$ cat config.mk
export PLATFORM = sky130hd
export DESIGN_NAME = renode_apb3_arbiter
export DESIGN_NICKNAME = d
export VERILOG_FILES = /design/src/rtl/renode_apb3_arbiter.sv
export SDC_FILE = /design/constraint.sdc
export NUM_CORES = 1
export LEC_CHECK = 0
export BUFFER_PORTS_ARGS = -buffer_cell sky130_fd_sc_hd__buf_2
export CAP_MARGIN = 20
export CORE_AREA = 2 2 106 108
export DETAILED_ROUTE_END_ITERATION = 16
export DIE_AREA = 0 0 108 110
export PLACE_DENSITY_LB_ADDON = 0.15
export SYNTH_ARGS = -nofsm -noshare
export SYNTH_HDL_FRONTEND = slang
export SYNTH_SLANG_ARGS = --single-unit
$ cat constraint.sdc
create_clock -name pclk -period 1.6 [get_ports pclk]
set_clock_uncertainty 0.15 [all_clocks]
set_input_delay 0 -clock pclk [delete_from_list [all_inputs] [get_ports pclk]]
set_output_delay 0 -clock pclk [all_outputs]
set_load 0.05 [all_outputs]
$ cat src/rtl/renode_apb3_arbiter.sv
// Round-robin arbiter sharing one APB3 completer among several requesters.
// Each grant is held for one full downstream SETUP/ACCESS transfer.
module renode_apb3_arbiter #(
    parameter int NumRequesters = 2,
    parameter int AddressWidth  = 20,
    parameter int DataWidth     = 32,
    parameter int TimeoutCycles = 0,
    localparam int IdWidth = (NumRequesters > 1) ? $clog2(NumRequesters) : 1
) (
    input  logic                               pclk,
    input  logic                               presetn,
    input  logic [NumRequesters*AddressWidth-1:0] s_paddr,
    input  logic [NumRequesters-1:0]           s_psel,
    input  logic [NumRequesters-1:0]           s_penable,
    input  logic [NumRequesters-1:0]           s_pwrite,
    input  logic [NumRequesters*DataWidth-1:0] s_pwdata,
    output logic [NumRequesters-1:0]           s_pready,
    output logic [NumRequesters*DataWidth-1:0] s_prdata,
    output logic [NumRequesters-1:0]           s_pslverr,
    output logic [AddressWidth-1:0]            m_paddr,
    output logic                               m_psel,
    output logic                               m_penable,
    output logic                               m_pwrite,
    output logic [DataWidth-1:0]               m_pwdata,
    input  logic                               m_pready,
    input  logic [DataWidth-1:0]               m_prdata,
    input  logic                               m_pslverr,
    output logic                               grant_valid,
    output logic [IdWidth-1:0]                 grant_id
);

    localparam int CntWidth = (TimeoutCycles > 1) ? $clog2(TimeoutCycles) : 1;
    localparam bit WdEnable = (TimeoutCycles > 0);
    localparam logic [CntWidth-1:0] CntLast =
        WdEnable ? CntWidth'(TimeoutCycles - 1) : '0;

    typedef enum logic [1:0] {
        S_IDLE,
        S_SETUP,
        S_ACCESS
    } state_t;

    state_t              state;
    logic [IdWidth-1:0]  last_grant;
    logic [IdWidth-1:0]  next_id;
    logic [CntWidth-1:0] wd_cnt;
    logic                any_req;
    logic                timeout_hit;
    logic                xfer_end;

    // Requesters' penable carries no information the arbiter needs.
    logic unused_penable;
    assign unused_penable = ^s_penable;

    // Scan downward so the nearest pending index after last_grant wins.
    always_comb begin
        any_req = |s_psel;
        next_id = last_grant;
        for (int k = NumRequesters; k >= 1; k--) begin
            if (s_psel[(int'(last_grant) + k) % NumRequesters]) begin
                next_id = IdWidth'((int'(last_grant) + k) % NumRequesters);
            end
        end
    end

    assign timeout_hit = WdEnable && (state == S_ACCESS) &&
                         !m_pready && (wd_cnt == CntLast);
    assign xfer_end    = (state == S_ACCESS) && (m_pready || timeout_hit);

    always_ff @(posedge pclk or negedge presetn) begin
        if (!presetn) begin
            state       <= S_IDLE;
            grant_id    <= '0;
            last_grant  <= IdWidth'(NumRequesters - 1);
            wd_cnt      <= '0;
            m_psel      <= 1'b0;
            m_penable   <= 1'b0;
            grant_valid <= 1'b0;
        end else begin
            unique case (state)
                S_IDLE: begin
                    if (any_req) begin
                        grant_id    <= next_id;
                        last_grant  <= next_id;
                        m_psel      <= 1'b1;
                        m_penable   <= 1'b0;
                        grant_valid <= 1'b1;
                        state       <= S_SETUP;
                    end
                end
                S_SETUP: begin
                    wd_cnt    <= '0;
                    m_penable <= 1'b1;
                    state     <= S_ACCESS;
                end
                S_ACCESS: begin
                    if (xfer_end) begin
                        m_psel      <= 1'b0;
                        m_penable   <= 1'b0;
                        grant_valid <= 1'b0;
                        state       <= S_IDLE;
                    end else if (WdEnable) begin
                        wd_cnt <= wd_cnt + CntWidth'(1);
                    end
                end
                default: begin
                    m_psel      <= 1'b0;
                    m_penable   <= 1'b0;
                    grant_valid <= 1'b0;
                    state       <= S_IDLE;
                end
            endcase
        end
    end

    always_comb begin
        m_paddr  = '0;
        m_pwrite = 1'b0;
        m_pwdata = '0;
        if (grant_valid) begin
            m_paddr  = s_paddr[int'(grant_id)*AddressWidth +: AddressWidth];
            m_pwrite = s_pwrite[grant_id];
            m_pwdata = s_pwdata[int'(grant_id)*DataWidth +: DataWidth];
        end
    end

    // A watchdog expiry completes with an error and zero read data.
    always_comb begin
        s_pready  = '0;
        s_prdata  = '0;
        s_pslverr = '0;
        if (state == S_ACCESS) begin
            s_pready[grant_id] = m_pready | timeout_hit;
            if (m_pready) begin
                s_prdata[int'(grant_id)*DataWidth +: DataWidth] = m_prdata;
                s_pslverr[grant_id] = m_pslverr;
            end else if (timeout_hit) begin
                s_pslverr[grant_id] = 1'b1;
            end
        end
    end

endmodule

==> results.md, run 1 <==
- Most frequent cells in the layout: 200 x buf_2, 55 x buf_6, 50 x nor2b_4
- Area contributors post-synth: mux2i_1 31%, and3_1 24%, nor2b_1 20%, dfrtp_1 5.9%, buf_4 3.1%
- Status: finished, violations left
- H-tree lvl count: 1
- Max frequency: 602.8 MHz
- DRT iter0 DRCs: 119
- Antenna violations before repair: 0
- Sequential cell area: 130.1 um^2
- Root Driver: clkbuf_8
- Yosys reg bits: 5
- Total track usage: 0.1242
- Fin crit period: 1659 ps
- Drt wl/cell: 13.90 um
- Buffer depth of the longest clock path: 2
- Post-Synthesis Cells: 223
- Die X: 108 um
- Logic pwr share: 0.936
- Gpl congestion: 0.6914
- Drt total wl: 8702 um
- Fin Hold WS: 5.265 ps
- Sequential power share: 0.034
- Distinct cells, synth: 26
- Antenna Cells: 0
- HPWL after DPL: 6202 um
- Unrepaired setup endpoints after global routing: true
- Area share of the largest cell type after synthesis: 0.3127
- Ports: 271
- Worst setup SP type: flop
- Final hold vios: 0
- Fillers: 1,045
- Hold Crit Class: input pin to asynchronous set/reset pin
- Max-cap check violation count: 0
- Share of cells above drive strength 1: 0.8930
- Core area: 10,700 um^2
- DRC errors left: 0
- P&R area growth vs syn: 161.9%
- Initial Util: 0.1586
- Clock Sinks: 5
- Synth Warn #: 0
- Final #Nets: 633
- CTS clk-pin slew, worst paths: 40 ps
- Final Setup Violations: 79
- Grt total ovfl: 0
- Slew @ Worst Pin: 316.1 ps
- Critical path peak fanout: 9
- Avg Inst Size Synth: 7.608 um^2
- PD cells: 1786 nW/um^2
- CTS tree: done
- Final period util: 1.037
- Psw: 0.004781 W
- CP arrival: 1510 ps
- Vias in the first global route: 2,603
- Post-DR vias/cell: 4.273
- Leak Pwr: 2.611 nW
- Post-Syn Nets: 369
- Post-DRT Antenna Nets: 0
- Peak VDD IR: 0.001176 V
- Rows: 38
- Most common cell after layout, fill and taps aside: buf_2
- Clock power share: 0.030
- Final WS setup: -58.81 ps
- Vias: 2,675
- Die Ht: 110 um
- First-pass GRT wire length: 12,100 um
- Multi-input logic area: 2008 um^2
- CP Class: flop to primary output
- Worst EP required: 1450 ps
- Slew Limit Headroom: 0.7893
- Slew Viols, Final: 0
- Sequential cell area fraction in the yosys report: 0.07448
- Final setup TNS: -2991 ps
- Crit path capture type: primary output
- Synth Cell Area: 1697 um^2
- Die area: 11,880 um^2
- CTS buffer count: 3
- Internal Pwr Total: 0.003155 W
- Clk_lat worst skew: 220 ps
- First-pass DRT Iterations: 3
- Pin count of the biggest net entering global routing: 42
- Failing checks: negative setup slack
- Sw Ratio: 0.6024
- Buffers on Ports: 268
- Cell taking the most area after synthesis: mux2i_1
## through the flow
step	instance area [um^2]	util	total power, W	cells	setup WS, ps
global route	4443	0.4153	0.008325	626	-149.5
finish	4443	0.4153	0.007936	626	-58.81
floorplan	2153	-	0.005744	223	-71.82
detailed placement	3638	0.3401	0.006966	611	20.66
global placement	3638	0.3401	0.006953	611	38.10
CTS	4234	0.3958	0.007854	624	-82.61
## routing by layer
layer,GRT usage,vias up,wire (um)
met3,0.03821,4,880
met4,0.01099,0,51
met2,0.2448,164,4667
met1,0.1346,1201,3102
met5,0,-,0
li1,-,1306,-
## path summary, 6_finish.rpt
check	depth (start not counted)	slack, ps	end	startpoint
setup / recovery	4	-60	s_prdata[26]	grant_id$_DFFE_PN0P_
hold / removal	2	5	grant_id$_DFFE_PN0P_	presetn
setup reg to reg	4	110	grant_valid$_DFFE_PN0P_	state[0]$_DFFE_PN0P_
hold reg to reg	1	370	last_grant$_DFFE_PN1P_	last_grant$_DFFE_PN1P_
max in group asynchronous	2	1080	last_grant$_DFFE_PN1P_	presetn
min in group pclk	3	230	s_prdata[45]	m_prdata[13]
## critical path: stages, from the launching register on
cell and delay [ps]:
dfrtp_2 450, and2b_2 320, clkbuf_16 180, and3_2 190, buf_6 160
## Yosys cell counts (all sizes together)
cell type  count
and3          66
nor2b         54
mux2i         53
buf           15
clkbuf        12
dfrtp          4
and2           3
or3b           3
nor2           2
a21o           1
a32o           1
and2b          1
dfstp          1
inv            1
nand2          1
nand2b         1
nor3           1
nor4b          1
o21ai          1
o311ai         1
## flip-flops by register name, summed over array words and instances (netlist names)
name	flops
grant_id	1
grant_valid	1
last_grant	1
m_penable	1
state	1
## power groups by stage
stage	clock (W)	combinational [W]	sequential, W
2_1_floorplan	0	0.00538	0.000367
4_1_cts	0.000248	0.00733	0.000277
3_3_place_gp	0	0.00666	0.000297
6_report	0.000236	0.00743	0.000273
3_5_place_dp	0	0.00666	0.000304
5_1_grt	0.000263	0.00778	0.000286
## kinds of logic (layout without fill, tap and decap cells)
kind of cell           Yosys count  count (layout)  share of synthesized area
AND/OR/NAND/NOR                133             133                     0.4971
multiplexers                    53              53                     0.3127
buffers and inverters           28             291                    0.09734
flip-flops                       5               5                    0.07449
AO/OA/AOI/OAI                    4               4                    0.01844
## repair_timing
action                                 in CTS  in global routing
buffers inserted                            3                  1
endpoints found under the hold margin       8                  0
resized for setup                         138                 54
setup endpoints to repair                 117                121
hold buffers                                4                  0
gates cloned                                2                  2
## area by class of cell
type	count	area share
Tap cell	140	0.03943
Timing Repair Buffer	286	0.4683
Inverter	1	0.0008448
Multi-Input combinational cell	190	0.4520
Clock buffer	4	0.01014
Sequential cell	5	0.02929
No activity file was read; power rests on OpenSTA's default activity.
==> run 2: changes to the inputs <==
- TNS_END_PERCENT: not set -> 50
- clock period: 1.6 -> 1.7 ns (I/O delays scaled with it)
==> run 2 against run 1 <==
  * The flow now finishes without violations
  * Flip-flop and latch count did not move
  * Total power decreased by 8.0%
  * First-iteration DRC count down 13%
  * Sequential power shrank 12%
  * Worst hold slack gained 120 ps
  * Count of clock-buffer cells in the layout unchanged
  * Critical endpoint is now m_paddr[13]
  * Highest routed layer unchanged
==> results.md, run 2 (synthesis results as in run 1) <==
- Vias in the first global route: 2,362
- Core area: 10,700 um^2
- CTS buffer count: 3
- Total track usage: 0.1129
- M1 WL: 3272 um
- Status: finished, final reports clean
- Routed met3 length: 924 um
- Final period util: 0.9767
- Clock power share: 0.030
- Worst path buffer plus inverter count: 3
- First-pass DRT Iterations: 4
- Post-DRT Antenna Nets: 0
- Buffers on Ports: 268
- Sw Ratio: 0.6114
- Grt total ovfl: 0
- Antenna Cells: 0
- DR WL met2: 4725 um
- Die area: 11,880 um^2
- Final hold vios: 0
- Crit path capture type: primary output
- R2R depth: 3
- Unrepaired setup endpoints after global routing: true
- DRT iter0 DRCs: 103
- Pin count of the biggest net entering global routing: 69
- Final Setup Violations: 0
- Fin crit period: 1660 ps
- Tot Pwr: 0.007304 W
- Drt total wl: 8956 um
- Logic pwr share: 0.937
- Sequential power share: 0.033
- Max-cap check violation count: 0
- Critical path peak fanout: 14
- Slew @ Worst Pin: 290.6 ps
- Final instance area: 4011 um^2
- Gpl congestion: 0.7328
- Share of cells above drive strength 1: 0.8156
- Final #Nets: 635
- CTS clk-pin slew, worst paths: 40 ps
- CP Class: flop to primary output
- Clk_lat worst skew: 220 ps
- Max Used Layer: met4
- Vias: 2,695
- First-pass GRT wire length: 10,940 um
- Peak VDD IR: 0.0009322 V
- Initial Util: 0.1586
- Buffer depth of the longest clock path: 2
- Die X: 108 um
- CTS tree: done
- Fin Hold WS: 121.9 ps
- Most frequent cells in the layout: 193 x buf_2, 58 x clkbuf_4, 37 x and3_1
- Most common cell after layout, fill and taps aside: buf_2
- Rows: 38
- Psw: 0.004466 W
- Slew Limit Headroom: 0.8038
- P&R area growth vs syn: 136.4%
- Clock Sinks: 5
- Ports: 271
- Multi-input logic area: 1868 um^2
- Root Driver: clkbuf_8
- CP cell instances: buf_4, clkbuf_16, mux2i_2, nor2b_4, clkbuf_4
- Critical path's top delay family: buffers and inverters
- Internal Pwr Total: 0.002838 W
- Crit. path cell count: 5
- Hold Crit Class: input pin to asynchronous set/reset pin
- Fillers: 1,089
- PD cells: 1821 nW/um^2
- Leak Pwr: 2.486 nW
- Slowest-stage cell, CP: dfrtp_2
- Critical Path Max Stage Delay: 370 ps
- Antenna violations before repair: 0
- Placed standard-cell area: 3493 um^2
- Drt wl/cell: 14.26 um
- H-tree lvl count: 1
- Sequential cell area: 127.6 um^2
- Slew Viols, Final: 0
- Worst EP required: 1550 ps
- Die Ht: 110 um
- CP arrival: 1510 ps
- HPWL after DPL: 6285 um
- Worst setup SP type: flop
- DRC errors left: 0
- Final setup TNS: 0 ps
- Max frequency: 602.3 MHz
- Post-DR vias/cell: 4.291
run 2: layout make-up:
| cell class | instances | area share |
|---|---|---|
| clock buffers | 4 | 0.01123 |
| inverters | 1 | 0.0009357 |
| multi-input cells | 191 | 0.4657 |
| flip-flops and latches | 5 | 0.03182 |
| well taps | 140 | 0.04367 |
| repair buffers | 287 | 0.4467 |
run 2: timing repair:
action | CTS | global route
cloned | 0 | 5
endpoints found under the setup margin | 72 | 119
resized for setup | 6 | 118
endpoints found under the hold margin | 8 | 0
buffers inserted | 0 | 3
hold buffers | 5 | 0
run 2: worst paths after layout:
path                       slack (ps)                   start                endpoint
setup / recovery                   40    grant_id$_DFFE_PN0P_             m_paddr[13]
min in group pclk                 250            m_prdata[21]            s_prdata[21]
max in group asynchronous         620                 presetn    grant_id$_DFFE_PN0P_
hold reg to reg                   370  last_grant$_DFFE_PN1P_  last_grant$_DFFE_PN1P_
setup reg to reg                  250    state[0]$_DFFE_PN0P_    grant_id$_DFFE_PN0P_
hold / removal                    120                 presetn  last_grant$_DFFE_PN1P_
run 2: power by group through the flow:
stage / clock [W] / combinational (W) / sequential [W]
detailed placement: 0 / 0.00611 / 0.000250
global placement: 0 / 0.00607 / 0.000245
floorplan: 0 / 0.00489 / 0.000341
finish: 0.000220 / 0.00684 / 0.000239
CTS: 0.000227 / 0.00617 / 0.000255
global route: 0.000242 / 0.00718 / 0.000247
run 2: stage by stage:
| step | utilization | setup slack [ps] | cells |
|---|---|---|---|
| 6_report | 0.3750 | 39.63 | 628 |
| 3_3_place_gp | 0.3266 | 154.7 | 611 |
| 4_1_cts | 0.3373 | -81.30 | 620 |
| 3_5_place_dp | 0.3266 | 137.5 | 611 |
| 2_1_floorplan | - | -99.59 | 223 |
| 5_1_grt | 0.3750 | -26.00 | 628 |
run 2: metal layers:
layer	vias to the layer above	track usage
li1	1312	-
met1	1221	0.1163
met2	160	0.2255
met3	2	0.04056
met4	0	0.01007
met5	-	0
run 2: worst reg2reg max path, cell delays in order, from the launching register on:
cell and delay, ps:
dfrtp_1 400, buf_4 170, or3b_1 400, a32o_1 210
==> run 3: changes to the inputs <==
--- a/config.mk
+++ b/config.mk
@@ -7,7 +7,8 @@
 export LEC_CHECK = 0
+export ABC_AREA = 1
 export BUFFER_PORTS_ARGS = -buffer_cell sky130_fd_sc_hd__buf_2
 export CAP_MARGIN = 20
-export CORE_AREA = 2 2 106 108
+export CORE_AREA = 2 2 104 106
 export DETAILED_ROUTE_END_ITERATION = 16
-export DIE_AREA = 0 0 108 110
+export DIE_AREA = 0 0 106 108
 export PLACE_DENSITY_LB_ADDON = 0.15
--- a/constraint.sdc
+++ b/constraint.sdc
@@ -4,2 +4,2 @@
 set_output_delay 0 -clock pclk [all_outputs]
-set_load 0.05 [all_outputs]
+set_load 0.02 [all_outputs]
==> run 3 against run 2 <==
  * Worst setup slack better by 62 ps
  * Cell count rose by 19%
  * First-iteration DRC count increased by 130%
  * Count of clock-buffer cells in the layout unchanged
  * Sequential share of layout area increased by 0.72 points
  * Sequential power rose by 8%
  * Non-clock buffer count up 1
  * Combinational power is 31% lower
==> results.md, run 3 <==
- Status: finished, final reports clean
- CTS buffer count: 3
- Post-Syn Nets: 505
- HPWL after DPL: 7481 um
- Buffers on Ports: 268
- Commonest cells in the netlist: 173 x nor2_1, 67 x nand3_1, 54 x o21ai_0
- CTS clk-pin slew, worst paths: 40 ps
- Reg2reg setup slack: 160 ps
- Post-DRT Antenna Nets: 0
- EDFF count, synth: 0
- Synth Cell Area: 1710 um^2
- Hold Crit Class: input pin to asynchronous set/reset pin
- Final core utilization: 0.3194
- Die area: 11,450 um^2
- First-pass GRT wire length: 14,180 um
- Pin count of the biggest net entering global routing: 55
- Slew Viols, Final: 0
- Worst EP required: 1550 ps
- Clock power share: 0.042
- Area contributors post-synth: nor2_1 38%, nand3_1 20%, o21ai_0 16%, dfrtp_1 5.9%, buf_2 4.7%
- Vias: 3,232
- Rows: 37
- First-pass DRT Iterations: 5
- Worst setup SP type: flop
- Clock Sinks: 5
- Vias in the first global route: 2,976
- Antenna Cells: 0
- CP Class: flop to primary output
- Die X: 106 um
- Grt total ovfl: 0
- H-tree lvl count: 1
- CP cell instances: inv_1, nand2_2, buf_4, nor2_1, buf_2
- Gpl congestion: 0.8465
- Max frequency: 625.6 MHz
- Sequential power share: 0.049
- Yosys reg bits: 5
- Most frequent cells in the layout: 268 x buf_2, 173 x nor2_1, 67 x nand3_1
- Distinct cells, synth: 16
- Leak Pwr: 1.931 nW
- Initial Util: 0.1672
- Final period util: 0.9403
- Root Driver: clkbuf_8
- Drt wl/cell: 12.40 um
- Logic pwr share: 0.909
- Drt total wl: 9265 um
- Synth async-reset ratio: 1.000
- Core area: 10,230 um^2
- Buffer depth of the longest clock path: 2
- Post-Synthesis Cells: 359
- Final setup TNS: 0 ps
- R2R depth: 4
- Slew @ Worst Pin: 411.2 ps
- Share of cells above drive strength 1: 0.4763
- DRC errors left: 0
- P&R area growth vs syn: 91.08%
- Psw: 0.003306 W
- Die Ht: 108 um
- Crit path capture type: primary output
- CP arrival: 1450 ps
- Clk_lat worst skew: 220 ps
- Most common cell after layout, fill and taps aside: buf_2
- Internal Pwr Total: 0.001916 W
- Area share of the largest cell type after synthesis: 0.3797
- Fin crit period: 1599 ps
- Peak VDD IR: 0.0009676 V
- DRT iter0 DRCs: 239
- Final #Nets: 758
- Final hold vios: 0
- Synth Warn #: 0
- Post-DR vias/cell: 4.327
- PD cells: 1598 nW/um^2
- Slew Limit Headroom: 0.7249
- Postcts setup bufs: 0
- Most numerous cell in the Yosys netlist: nor2_1
- CTS tree: done
- Critical Path Max Stage Delay: 380 ps
- Antenna violations before repair: 1
- Final Setup Violations: 0
- Total track usage: 0.1487
- Sw Ratio: 0.6331
- Ports: 271
- Critical path peak fanout: 17
- Cell taking the most area after synthesis: nor2_1
- Unrepaired setup endpoints after global routing: true
- Max-cap check violation count: 0
- Sequential cell area fraction in the yosys report: 0.07388
- Most used DFF post-synth: dfrtp_1
- Avg Inst Size Synth: 4.764 um^2
- Slowest-stage cell, CP: dfrtp_1
-- run 3: changes by cell type in the layout (fill, tap and decap cells not counted), moves of 29 or more --
cell      change
and3_1       -37
and3_2       -29
buf_2        +75
clkbuf_4     -58
nand3_1      +67
nor2_1      +171
nor2b_4      -36
o21ai_0      +53
-- run 3: power groups by stage --
| stage | clock network [W] | registers, W | logic [W] |
|---|---|---|---|
| 6_report | 0.000219 | 0.000257 | 0.00475 |
| 4_1_cts | 0.000223 | 0.000251 | 0.00477 |
| 2_1_floorplan | 0 | 0.000285 | 0.00316 |
| 3_5_place_dp | 0 | 0.000253 | 0.00475 |
| 5_1_grt | 0.000234 | 0.000268 | 0.00523 |
| 3_3_place_gp | 0 | 0.000252 | 0.00473 |
-- run 3: worst paths after layout --
kind | start | end
max | state[0]$_DFFE_PN0P_ | s_prdata[23]
min | presetn | last_grant$_DFFE_PN1P_
max reg2reg | m_penable$_DFFE_PN0P_ | last_grant$_DFFE_PN1P_
min reg2reg | last_grant$_DFFE_PN1P_ | last_grant$_DFFE_PN1P_
max in group asynchronous | presetn | grant_id$_DFFE_PN0P_
min in group pclk | s_pwdata[55] | m_pwdata[23]
-- run 3: kinds of logic (layout without fill, tap and decap cells) --
kind of cell / after synthesis / after routing / share of synthesized area
AND/OR/NAND/NOR: 253 / 253 / 0.6101
flip-flops: 5 / 5 / 0.07389
buffers and inverters: 47 / 299 / 0.1580
AO/OA/AOI/OAI: 54 / 54 / 0.1580
-- run 3: repair_timing --
| action | in CTS | in global routing |
|---|---|---|
| hold buffers | 5 | 0 |
| resized for setup | 0 | 4 |
| endpoints found under the hold margin | 8 | 0 |
| setup endpoints to repair | 0 | 61 |
-- run 3: routing by layer --
metal / wire length [um] / vias to the layer above / track usage / share of wire
met1: 3681 / 1423 / 0.1745 / 0.40
met4: 79 / 2 / 0.02444 / 0.0085
met5: 16 / - / 0 / 0.0017
met3: 611 / 8 / 0.02110 / 0.066
li1: - / 1663 / - / -
met2: 4875 / 136 / 0.2899 / 0.53
-- run 3: metrics by stage --
stage / std cells / hold slack, ps / total power, W / area [um^2] / setup WS, ps
3_5_place_dp: 738 / -326.6 / 0.005002 / 3159 / 247.1
5_1_grt: 747 / 120.4 / 0.005737 / 3268 / -41.66
4_1_cts: 747 / 103.5 / 0.005248 / 3254 / 13.83
3_3_place_gp: 738 / -329.5 / 0.004982 / 3159 / 257.7
2_1_floorplan: 359 / -445.6 / 0.003445 / 1710 / 268.5
6_report: 747 / 107.8 / 0.005223 / 3268 / 101.5
-- run 3: worst max-delay path, delay by kind of cell (launching register included) --
kind | cells | cell delay, ps
flops | 1 | 380
simple gates | 2 | 350
buf+inv | 3 | 500
-- run 3: final cells by class --
class | count | area (um^2)
tap | 136 | 170.2
sequential | 5 | 127.6
clock buffer | 4 | 45.04
multi-input combinational | 307 | 1316
fill | 1200 | 6963
timing repair buffer | 288 | 1578
inverter | 7 | 31.28
